<file path="src/rtl/atconv_pool_param.sv">
// Atrous 3x3 convolution with bias, ReLU and saturation over a square image,
// followed by an optional 2x2 stride-2 max-pool with round-up to whole units.
module atconv_pool_param #(
  parameter int IMG_LOG2 = 6,
  parameter int DATA_W   = 13,
  parameter int DIL      = 2,
  parameter int BIAS     = -12,
  parameter bit POOL_EN  = 1'b1
) (
  input  logic                    clk,
  input  logic                    reset,
  input  logic                    ready,
  output logic                    busy,
  output logic [2*IMG_LOG2-1:0]   iaddr,
  input  logic [DATA_W-1:0]       idata,
  output logic                    cwr,
  output logic [2*IMG_LOG2-1:0]   caddr_wr,
  output logic [DATA_W-1:0]       cdata_wr,
  output logic                    crd,
  output logic [2*IMG_LOG2-1:0]   caddr_rd,
  input  logic [DATA_W-1:0]       cdata_rd,
  output logic                    csel
);
  localparam int AW    = 2 * IMG_LOG2;
  localparam int PW    = AW - 2;
  localparam int CW    = IMG_LOG2 + 2;
  localparam int ACC_W = DATA_W + 4;
  localparam logic signed [CW-1:0]    DIL_S  = CW'(DIL);
  localparam logic signed [CW-1:0]    CMAX   = CW'((1 << IMG_LOG2) - 1);
  localparam logic signed [ACC_W-1:0] VMAX   = ACC_W'((1 << (DATA_W - 1)) - 1);
  localparam logic signed [ACC_W-1:0] BIAS_X = ACC_W'(BIAS);
  localparam logic [DATA_W-1:0]       RMAX   = {1'b0, {(DATA_W-5){1'b1}}, 4'b0000};

  typedef enum logic [2:0] {
    S_IDLE = 3'd0, S_FETCH = 3'd1, S_CONV = 3'd2, S_WR0 = 3'd3,
    S_PFETCH = 3'd4, S_PWR = 3'd5, S_DONE = 3'd6
  } state_t;

  state_t state_q, state_d;
  logic [3:0] cnt_q, cnt_d, cnt_nx_s;
  logic [AW-1:0] pix_q, pix_d;
  logic [PW-1:0] pout_q, pout_d;
  logic busy_q, busy_d, cwr_q, cwr_d, crd_q, crd_d, csel_q, csel_d, tap_we_s;
  logic [AW-1:0] iaddr_q, iaddr_d, caddr_wr_q, caddr_wr_d, caddr_rd_q, caddr_rd_d;
  logic [DATA_W-1:0] cdata_wr_q, cdata_wr_d;
  logic signed [DATA_W-1:0] max_q, max_d, mx_s;
  logic signed [DATA_W-1:0] taps_q [9];
  logic signed [ACC_W-1:0] acc_s;

  // Replicate padding: offset coordinate clamped into [0, N-1].
  function automatic logic [IMG_LOG2-1:0] clamp_coord(input logic [IMG_LOG2-1:0] base,
                                                      input logic [1:0] sel);
    logic signed [CW-1:0] v;
    case (sel)
      2'd0:    v = $signed({2'b00, base}) - DIL_S;
      2'd2:    v = $signed({2'b00, base}) + DIL_S;
      default: v = $signed({2'b00, base});
    endcase
    if (v[CW-1]) return '0;
    else if (v > CMAX) return '1;
    else return v[IMG_LOG2-1:0];
  endfunction

  function automatic logic [AW-1:0] tap_addr(input logic [AW-1:0] pix, input logic [3:0] k);
    logic [3:0] dydx;
    case (k)
      4'd0: dydx = 4'b0000;  4'd1: dydx = 4'b0001;  4'd2: dydx = 4'b0010;
      4'd3: dydx = 4'b0100;  4'd4: dydx = 4'b0101;  4'd5: dydx = 4'b0110;
      4'd6: dydx = 4'b1000;  4'd7: dydx = 4'b1001;  4'd8: dydx = 4'b1010;
      default: dydx = 4'b0101;
    endcase
    return {clamp_coord(pix[AW-1:IMG_LOG2], dydx[3:2]), clamp_coord(pix[IMG_LOG2-1:0], dydx[1:0])};
  endfunction

  // Read p of pool window: row 2R+p[1], column 2C+p[0].
  function automatic logic [AW-1:0] pool_addr(input logic [PW-1:0] po, input logic [1:0] p);
    return {po[PW-1:IMG_LOG2-1], p[1], po[IMG_LOG2-2:0], p[0]};
  endfunction

  function automatic logic signed [ACC_W-1:0] ext(input logic signed [DATA_W-1:0] v);
    return {{4{v[DATA_W-1]}}, v};
  endfunction

  function automatic logic [DATA_W-1:0] relu_sat(input logic signed [ACC_W-1:0] a);
    if (a[ACC_W-1]) return '0;
    else if (a > VMAX) return VMAX[DATA_W-1:0];
    else return a[DATA_W-1:0];
  endfunction

  function automatic logic [DATA_W-1:0] round_up(input logic [DATA_W-1:0] m);
    logic [DATA_W-5:0] ip;
    ip = m[DATA_W-1:4] + (DATA_W-4)'(1);
    if (m[3:0] == 4'b0000) return m;
    else if (m >= RMAX) return RMAX;
    else return {ip, 4'b0000};
  endfunction

  assign cnt_nx_s = cnt_q + 4'd1;
  assign acc_s = ext(taps_q[4])
               - ext(taps_q[0] >>> 3'd4) - ext(taps_q[2] >>> 3'd4)
               - ext(taps_q[6] >>> 3'd4) - ext(taps_q[8] >>> 3'd4)
               - ext(taps_q[1] >>> 3'd3) - ext(taps_q[7] >>> 3'd3)
               - ext(taps_q[3] >>> 3'd2) - ext(taps_q[5] >>> 3'd2) + BIAS_X;
  // First read of a window seeds the running max.
  assign mx_s = (cnt_q == 4'd1 || $signed(cdata_rd) > max_q) ? $signed(cdata_rd) : max_q;

  // Next-state and registered-output decode.
  always_comb begin
    state_d = state_q;  cnt_d = cnt_q;  pix_d = pix_q;  pout_d = pout_q;
    busy_d = busy_q;  iaddr_d = iaddr_q;  cwr_d = 1'b0;  crd_d = 1'b0;
    caddr_wr_d = caddr_wr_q;  cdata_wr_d = cdata_wr_q;  caddr_rd_d = caddr_rd_q;
    csel_d = csel_q;  max_d = max_q;  tap_we_s = 1'b0;
    case (state_q)
      S_IDLE: begin
        if (ready) begin
          state_d = S_FETCH;  busy_d = 1'b1;  cnt_d = 4'd0;  pix_d = '0;  pout_d = '0;
          csel_d = 1'b0;  iaddr_d = tap_addr('0, 4'd0);
        end else begin
          busy_d = 1'b0;
        end
      end
      S_FETCH: begin
        cnt_d = cnt_nx_s;
        tap_we_s = (cnt_q != 4'd0);
        if (cnt_q < 4'd8) iaddr_d = tap_addr(pix_q, cnt_nx_s);
        if (cnt_q == 4'd9) begin
          state_d = S_CONV;  cnt_d = 4'd0;
        end
      end
      S_CONV: begin
        state_d = S_WR0;  cwr_d = 1'b1;  csel_d = 1'b0;
        caddr_wr_d = pix_q;  cdata_wr_d = relu_sat(acc_s);
      end
      S_WR0: begin
        cnt_d = 4'd0;
        if (pix_q != {AW{1'b1}}) begin
          state_d = S_FETCH;  pix_d = pix_q + AW'(1);
          iaddr_d = tap_addr(pix_q + AW'(1), 4'd0);
        end else if (POOL_EN) begin
          state_d = S_PFETCH;  crd_d = 1'b1;  caddr_rd_d = pool_addr(pout_q, 2'd0);
        end else begin
          state_d = S_DONE;
        end
      end
      S_PFETCH: begin
        cnt_d = cnt_nx_s;
        if (cnt_q < 4'd3) begin
          crd_d = 1'b1;  caddr_rd_d = pool_addr(pout_q, cnt_nx_s[1:0]);
        end
        if (cnt_q != 4'd0) max_d = mx_s;
        if (cnt_q == 4'd4) begin
          state_d = S_PWR;  cnt_d = 4'd0;  cwr_d = 1'b1;  csel_d = 1'b1;
          caddr_wr_d = {2'b00, pout_q};  cdata_wr_d = round_up(mx_s);
        end
      end
      S_PWR: begin
        csel_d = 1'b0;
        if (pout_q != {PW{1'b1}}) begin
          state_d = S_PFETCH;  pout_d = pout_q + PW'(1);  crd_d = 1'b1;
          caddr_rd_d = pool_addr(pout_q + PW'(1), 2'd0);
        end else begin
          state_d = S_DONE;
        end
      end
      S_DONE: begin
        state_d = S_IDLE;  busy_d = 1'b0;
      end
      default: begin
        state_d = S_IDLE;  busy_d = 1'b0;
      end
    endcase
  end

  // State, counters, taps and output registers.
  always_ff @(posedge clk) begin
    if (reset) begin
      state_q <= S_IDLE;  cnt_q <= '0;  pix_q <= '0;  pout_q <= '0;  busy_q <= 1'b0;
      iaddr_q <= '0;  cwr_q <= 1'b0;  caddr_wr_q <= '0;  cdata_wr_q <= '0;
      crd_q <= 1'b0;  caddr_rd_q <= '0;  csel_q <= 1'b0;  max_q <= '0;
      for (int i = 0; i < 9; i++) taps_q[i] <= '0;
    end else begin
      state_q <= state_d;  cnt_q <= cnt_d;  pix_q <= pix_d;  pout_q <= pout_d;  busy_q <= busy_d;
      iaddr_q <= iaddr_d;  cwr_q <= cwr_d;  caddr_wr_q <= caddr_wr_d;  cdata_wr_q <= cdata_wr_d;
      crd_q <= crd_d;  caddr_rd_q <= caddr_rd_d;  csel_q <= csel_d;  max_q <= max_d;
      if (tap_we_s) taps_q[cnt_q - 4'd1] <= idata;
    end
  end

  assign busy     = busy_q;
  assign iaddr    = iaddr_q;
  assign cwr      = cwr_q;
  assign caddr_wr = caddr_wr_q;
  assign cdata_wr = cdata_wr_q;
  assign crd      = crd_q;
  assign caddr_rd = caddr_rd_q;
  assign csel     = csel_q;
endmodule

</file>
<file path="config.mk">
export PLATFORM = sky130hd
export DESIGN_NAME = atconv_pool_param
export DESIGN_NICKNAME = d
export VERILOG_FILES = /design/src/rtl/atconv_pool_param.sv
export SDC_FILE = /design/constraint.sdc
export NUM_CORES = 1
export LEC_CHECK = 0
export ABC_AREA = 1
export BUFFER_PORTS_ARGS = -buffer_cell sky130_fd_sc_hd__buf_4
export CAP_MARGIN = 20
export CORE_ASPECT_RATIO = 0.8
export CORE_MARGIN = 4
export CORE_UTILIZATION = 66
export DETAILED_ROUTE_END_ITERATION = 8
export PLACE_DENSITY = 0.95
export SLEW_MARGIN = 20
export SYNTH_ARGS = -nofsm -noshare
export SYNTH_HDL_FRONTEND = slang
export SYNTH_SLANG_ARGS = --single-unit
export TNS_END_PERCENT = 20
</file>
<file path="constraint.sdc">
create_clock -name clk -period 9.2 [get_ports clk]
set_input_delay 0.46 -clock clk [delete_from_list [all_inputs] [get_ports clk]]
set_output_delay 0.46 -clock clk [all_outputs]
set_load 0.03 [all_outputs]
</file>
* Word level (Yosys, flattened, before mapping)
Memories as Yosys holds them, arrays and structs flattened.
Cells that the tools add are included.
** Word-level totals
- Memories kept :: 2
- Input port bits :: 29
- Output and inout bits :: 53
- Register bits after elaboration :: 95
- RAM bits :: 117
- Word-level logic and storage cells :: 171
- Bits in read-only memories :: 64
** Memories
- taps_q :: words 9, width 13, rd ports 9, clocked after memory_dff 0, wr ports 9, RTL line 47 : logic signed [DATA_W-1:0] taps_q [9];
- (name not given) :: words 16, width 4, rd ports 1, clocked after memory_dff 0, wr ports 0, RTL line 66 : case (k)
** Operators by class
- Magnitude comparators :: 9
- Reductions and logical operators :: 27
- Equality and inequality tests :: 22
- Muxes and demuxes :: 76
- $add $sub $neg :: 22
** Operator list (number)
- 2-to-1 mux 12 bit :: 8
- 2-to-1 mux 13 bit :: 7
- case mux 12 bit (3 select lines) :: 2
- 2-to-1 mux 8 bit :: 8
- case mux 8 bit (2 select lines) :: 4
- 2-to-1 mux 6 bit :: 8
- case mux 12 bit (2 select lines) :: 2
- subtractor 17 x 10 -> 17 bit :: 2
- subtractor 17 x 11 -> 17 bit :: 2
- greater-than comparator 8 x 7 -> 1 bit (second input constant) :: 4
- 2-to-1 mux 4 bit :: 8
- adder 6 x 2 -> 7 bit (second input constant) :: 4
- subtractor 6 x 2 -> 7 bit (second input constant) :: 4
- case mux 13 bit (2 select lines) :: 1
- 2-to-1 mux 10 bit :: 2
- case mux 10 bit (2 select lines) :: 1
- case mux 3 bit (6 select lines) :: 1
- adder 17 x 5 -> 17 bit (second input constant) :: 1
- greater-than comparator 17 x 13 -> 1 bit (second input constant) :: 1
- subtractor 16 x 9 -> 17 bit :: 1
- inequality test 2 bit (second input constant) :: 8
- case mux 4 bit (4 select lines) :: 1
- subtractor 15 x 9 -> 16 bit :: 1
- subtractor 14 x 9 -> 15 bit :: 1
- 37 further kinds :: 74

* Logic depth before layout (Yosys ltp)
An unclocked memory read counts as a cell.
- Depth in word-level cells :: 14
- Depth in mapped cells :: 28
- Gate-level depth less buffers :: 28

* Worst setup path after synthesis
No wires, ideal clock.
- Kind :: reg2reg
- Start :: memory taps_q[8][7]
- End :: register cdata_wr_q[4], in the netlist cdata_wr[4]
- Required time :: 9.087 ns
- Setup slack :: 4.199 ns
- Library setup time :: 0.113 ns
- Arrival :: 4.888 ns
- Stages on the path, launching flop included :: 21
- Path buffers :: 1
- Period minus slack after synthesis :: 5.001 ns
- Path through :: edfxtp_1 fa_1 inv_1 fa_1 fa_1 fa_1 fa_1 ha_1 fa_1 nand3_1 nand2_1 nand2_1 o211ai_1 a31oi_1 xor2_1 nand4_1 clkbuf_1 o21ai_0 o21ai_1 o21ai_1 inv_1
** RTL lines
- from (decl) :: RTL line 47
- to (signal assigned) :: RTL line 183 : iaddr_q <= iaddr_d; cwr_q <= cwr_d; caddr_wr_q <= caddr_wr_d; cdata_wr_q <= cdata_wr_d;
- to (decl) :: RTL line 45 : logic [DATA_W-1:0] cdata_wr_q, cdata_wr_d;

==> summary.md <==
| Metric | Value |
|---|---|
| Status | complete, no violations |
| Vias in the first global route | 9,725 |
| Via count | 10,031 |
| Crit path kind | reg -> reg |
| Max Slew Vio Count | 0 |
| Net count after synthesis | 1,554 |
| Unrepaired setup endpoints after global routing | no |
| Area of the die | 20,250 um^2 |
| Static Leak | 6.091 nW |
| HPWL after detailed placement | 22,640 um |
| Routed vias/inst | 5.887 |
| Primary FF master, synth | dfxtp_1 |
| Synth area leaders | edfxtp_1, dfxtp_1, fa_1 |
| Nets | approximately 1,600 |
| Post-synthesis cell type count | 53 |
| Final wirelength | 31,580 um |
| Hold depth | 3 |
| Seq/Total Area, Yosys | 38.96% |
| CTS sink count | about 190 |
| Die Span Y | 128.1 um |
| Number of synthesized flops with an enable pin | 91 |
| Syn Std Cell Area | 11,900 um^2 |
| Post-synth top area cell | edfxtp_1 |
| Clock tree buffer depth | 2 |
| Relative slew slack | 31.24% |
| Initial Util | between 60% and 70% |
| Skew final | 0.009204 ns |
| Share of cells above drive strength 1 | 11.90% |
| Hold WC Path Type | in -> reg |
| DRT iter0 DRCs | 1,249 |
| Routed Antenna Nets | 0 |
| # H-tree levels | 4 |
| Critical Path Fanout Max | 12 |
| Synthesized flop and latch total | approximately 190 |
| Max Cap Viol | 0 |
| Cts hold-fix bufs | 0 |
| Hold Vio Cnt, Final | 0 |
| Die X | 158.1 um |
| CTS buffer count | 17 |
| WL/cell | 18.53 um |
| Global-route congestion overflow total | 0 |
| Total track usage | 31.56% |
| Num rows | 43 |
| Pwr dens | 250.2 nW/um^2 |
| R2R Setup Slk | 3.50 ns |
| Worst setup margin | 3.502 ns |
| Syn avg cell area | between 8 and 9 um^2 |
| Final Critical Period | 5.698 ns |
| Syn. warnings | 0 |
| Period utilization | 61.93% |
| Io pins | 82 |
| Initial antenna violation count | 0 |
| Post-CTS Setup Bufs | 0 |
| Clock Latency Late Sink | 0.45 ns |
| CTS tree | built |
| Post-route design area | ~13,000 um^2 |
| First-pass GRT wire length | 49,380 um |
| Worst-case reg-to-reg path depth | 21 |
| Post-DP Area | between 10,000 and 15,000 um^2 |
| First-pass DRT Iterations | 6 |
| Pre-CTS WS | 3.601 ns |
| I/O Buffers | 81 |
| Setup-failing EPs final | 0 |
| Final core utilization | between 70% and 80% |
| Top-area cell type share of the netlist area | 22.97% |
| Crit path launch type | register |
| Clk slew on worst S/H paths | 0.08 ns |
| Final GP Congestion | 0.9525 |
| Peak VDD IR | 0.2330 mV |
| WP data arrival | 6.04 ns |
| Worst Setup End Kind | register |
| Ant. Diodes | 0 |
| Clk root buf | clkbuf_16 |
| Data required time of the worst path | 9.54 ns |
| Least-Margin Pin Slew | 1.028 ns |
| Post-route DRC | 0 |
| Max frequency | 175.5 MHz |
| Largest net degree at the start of global routing | 61 |
| Share of flip-flops with an asynchronous set or reset | 0% |
| Post_cts resized | 0 |
| Mapped Cells | 1,393 |
| Core ar. | 17,490 um^2 |
| Tot Pwr | 3.318 mW |
| Area Overhead vs Synth | 11.50% |
| Setup_tns | 0 ns |
synthesized netlist by cell type (13+ instances only):
| library cell | count |
|---|---|
| nand3_1 | 49 |
| edfxtp_1 | 91 |
| o21ai_0 | 69 |
| nor3_1 | 18 |
| nor2_1 | 160 |
| fa_1 | 77 |
| dfxtp_1 | 95 |
| inv_1 | 284 |
| nand2_1 | 202 |
| nand2_2 | 14 |
| clkinv_1 | 13 |
| a21oi_1 | 79 |
| clkbuf_1 | 26 |
| xor2_1 | 24 |
| a22oi_1 | 13 |
| ha_1 | 55 |
cell type report:
| type | instances | area, um^2 |
|---|---|---|
| clock buffer | 18 | 429.2 |
| timing repair buffer | 86 | 645.6 |
| multi-input combinational | 870 | 5968 |
| fill | 1127 | 4223 |
| clock inverter | 14 | 158.9 |
| inverter | 305 | 1145 |
| tap | 225 | 281.5 |
| sequential | 186 | 4634 |
stage by stage:
step | hold slack [ns] | instances
2_1_floorplan | 0.4388 | 1393
3_3_place_gp | 0.4474 | 1671
3_5_place_dp | 0.4525 | 1671
4_1_cts | 0.3480 | 1703
5_1_grt | 0.3934 | 1704
6_report | 0.3581 | 1704
power breakdown:
part | internal (mW) | total [mW] | switching, mW | leakage [nW]
Clock | 0.386 | 0.748 | 0.361 | 0.278
Sequential | 0.922 | 0.980 | 0.0582 | 1.71
Combinational | 0.566 | 1.59 | 1.02 | 4.10
Total | 1.87 | 3.32 | 1.44 | 6.09
per-layer routing:
layer | GRT usage [%] | vias to the layer above | wire length (um)
met2 | 48.17 | 693 | 14120
met1 | 43.44 | 4633 | 12550
met4 | 13.39 | 0 | 1269
met5 | 0 | - | 0
li1 | - | 4574 | -
met3 | 7.796 | 131 | 3646
registers in the layout (all words and copies together), names as in the netlist:
register and flops:
pout_q 10, csel 1, iaddr 12, cdata_wr 13, crd 1, pix_q 12
caddr_rd 12, busy 1, taps_q 91, max_q 13, cnt_q 4, cwr 1
caddr_wr 12, state_q 3
worst max-delay path, stage by stage, from the launching register on:
cell	delay, ns
edfxtp_1	0.43
fa_1	0.57
inv_1	0.07
fa_1	0.47
fa_1	0.58
inv_1	0.07
fa_1	0.42
inv_1	0.08
fa_1	0.41
ha_1	0.23
fa_1	0.42
nand3_1	0.11
nand2_1	0.12
nand2_1	0.10
o211ai_1	0.12
a31oi_1	0.23
xor2_1	0.17
nand4_1	0.34
o21ai_0	0.36
o21ai_1	0.11
o21ai_1	0.13
inv_1	0.04
final timing paths:
check / start / endpoint
worst min register to register: pout_q[9] / pout_q[9]
worst max register to register: taps_q[8][6] / cdata_wr[4]
worst max-delay path: taps_q[8][6] / cdata_wr[4]
worst min-delay path: idata[0] / taps_q[4][0]
layout by cell type (no fill, tap or decap), types with 14 or more instances in the layout:
cell / synthesis / layout
clkbuf_16: 0 / 17
nand2_2: 14 / 14
nand2_1: 202 / 202
fa_1: 77 / 77
ha_1: 55 / 55
o21ai_0: 69 / 69
inv_1: 284 / 284
edfxtp_1: 91 / 91
nor2_1: 160 / 160
a21oi_1: 79 / 79
nand3_1: 49 / 49
buf_4: 0 / 86
nor3_1: 18 / 18
xor2_1: 24 / 24
dfxtp_1: 95 / 95
cells by family (layout without fill, tap and decap cells):
kind of cell | Yosys count | in the layout | share of synthesized area (%)
XOR/XNOR | 29 | 29 | 2.135
adder cells (fa/ha/maj) | 132 | 132 | 18.74
AO/OA/AOI/OAI | 224 | 224 | 11.25
flip-flops | 186 | 186 | 38.96
AND/OR/NAND/NOR | 484 | 484 | 17.96
multiplexers | 1 | 1 | 0.08415
buffers and inverters | 337 | 423 | 10.87
(Power assumes the default switching activity.)
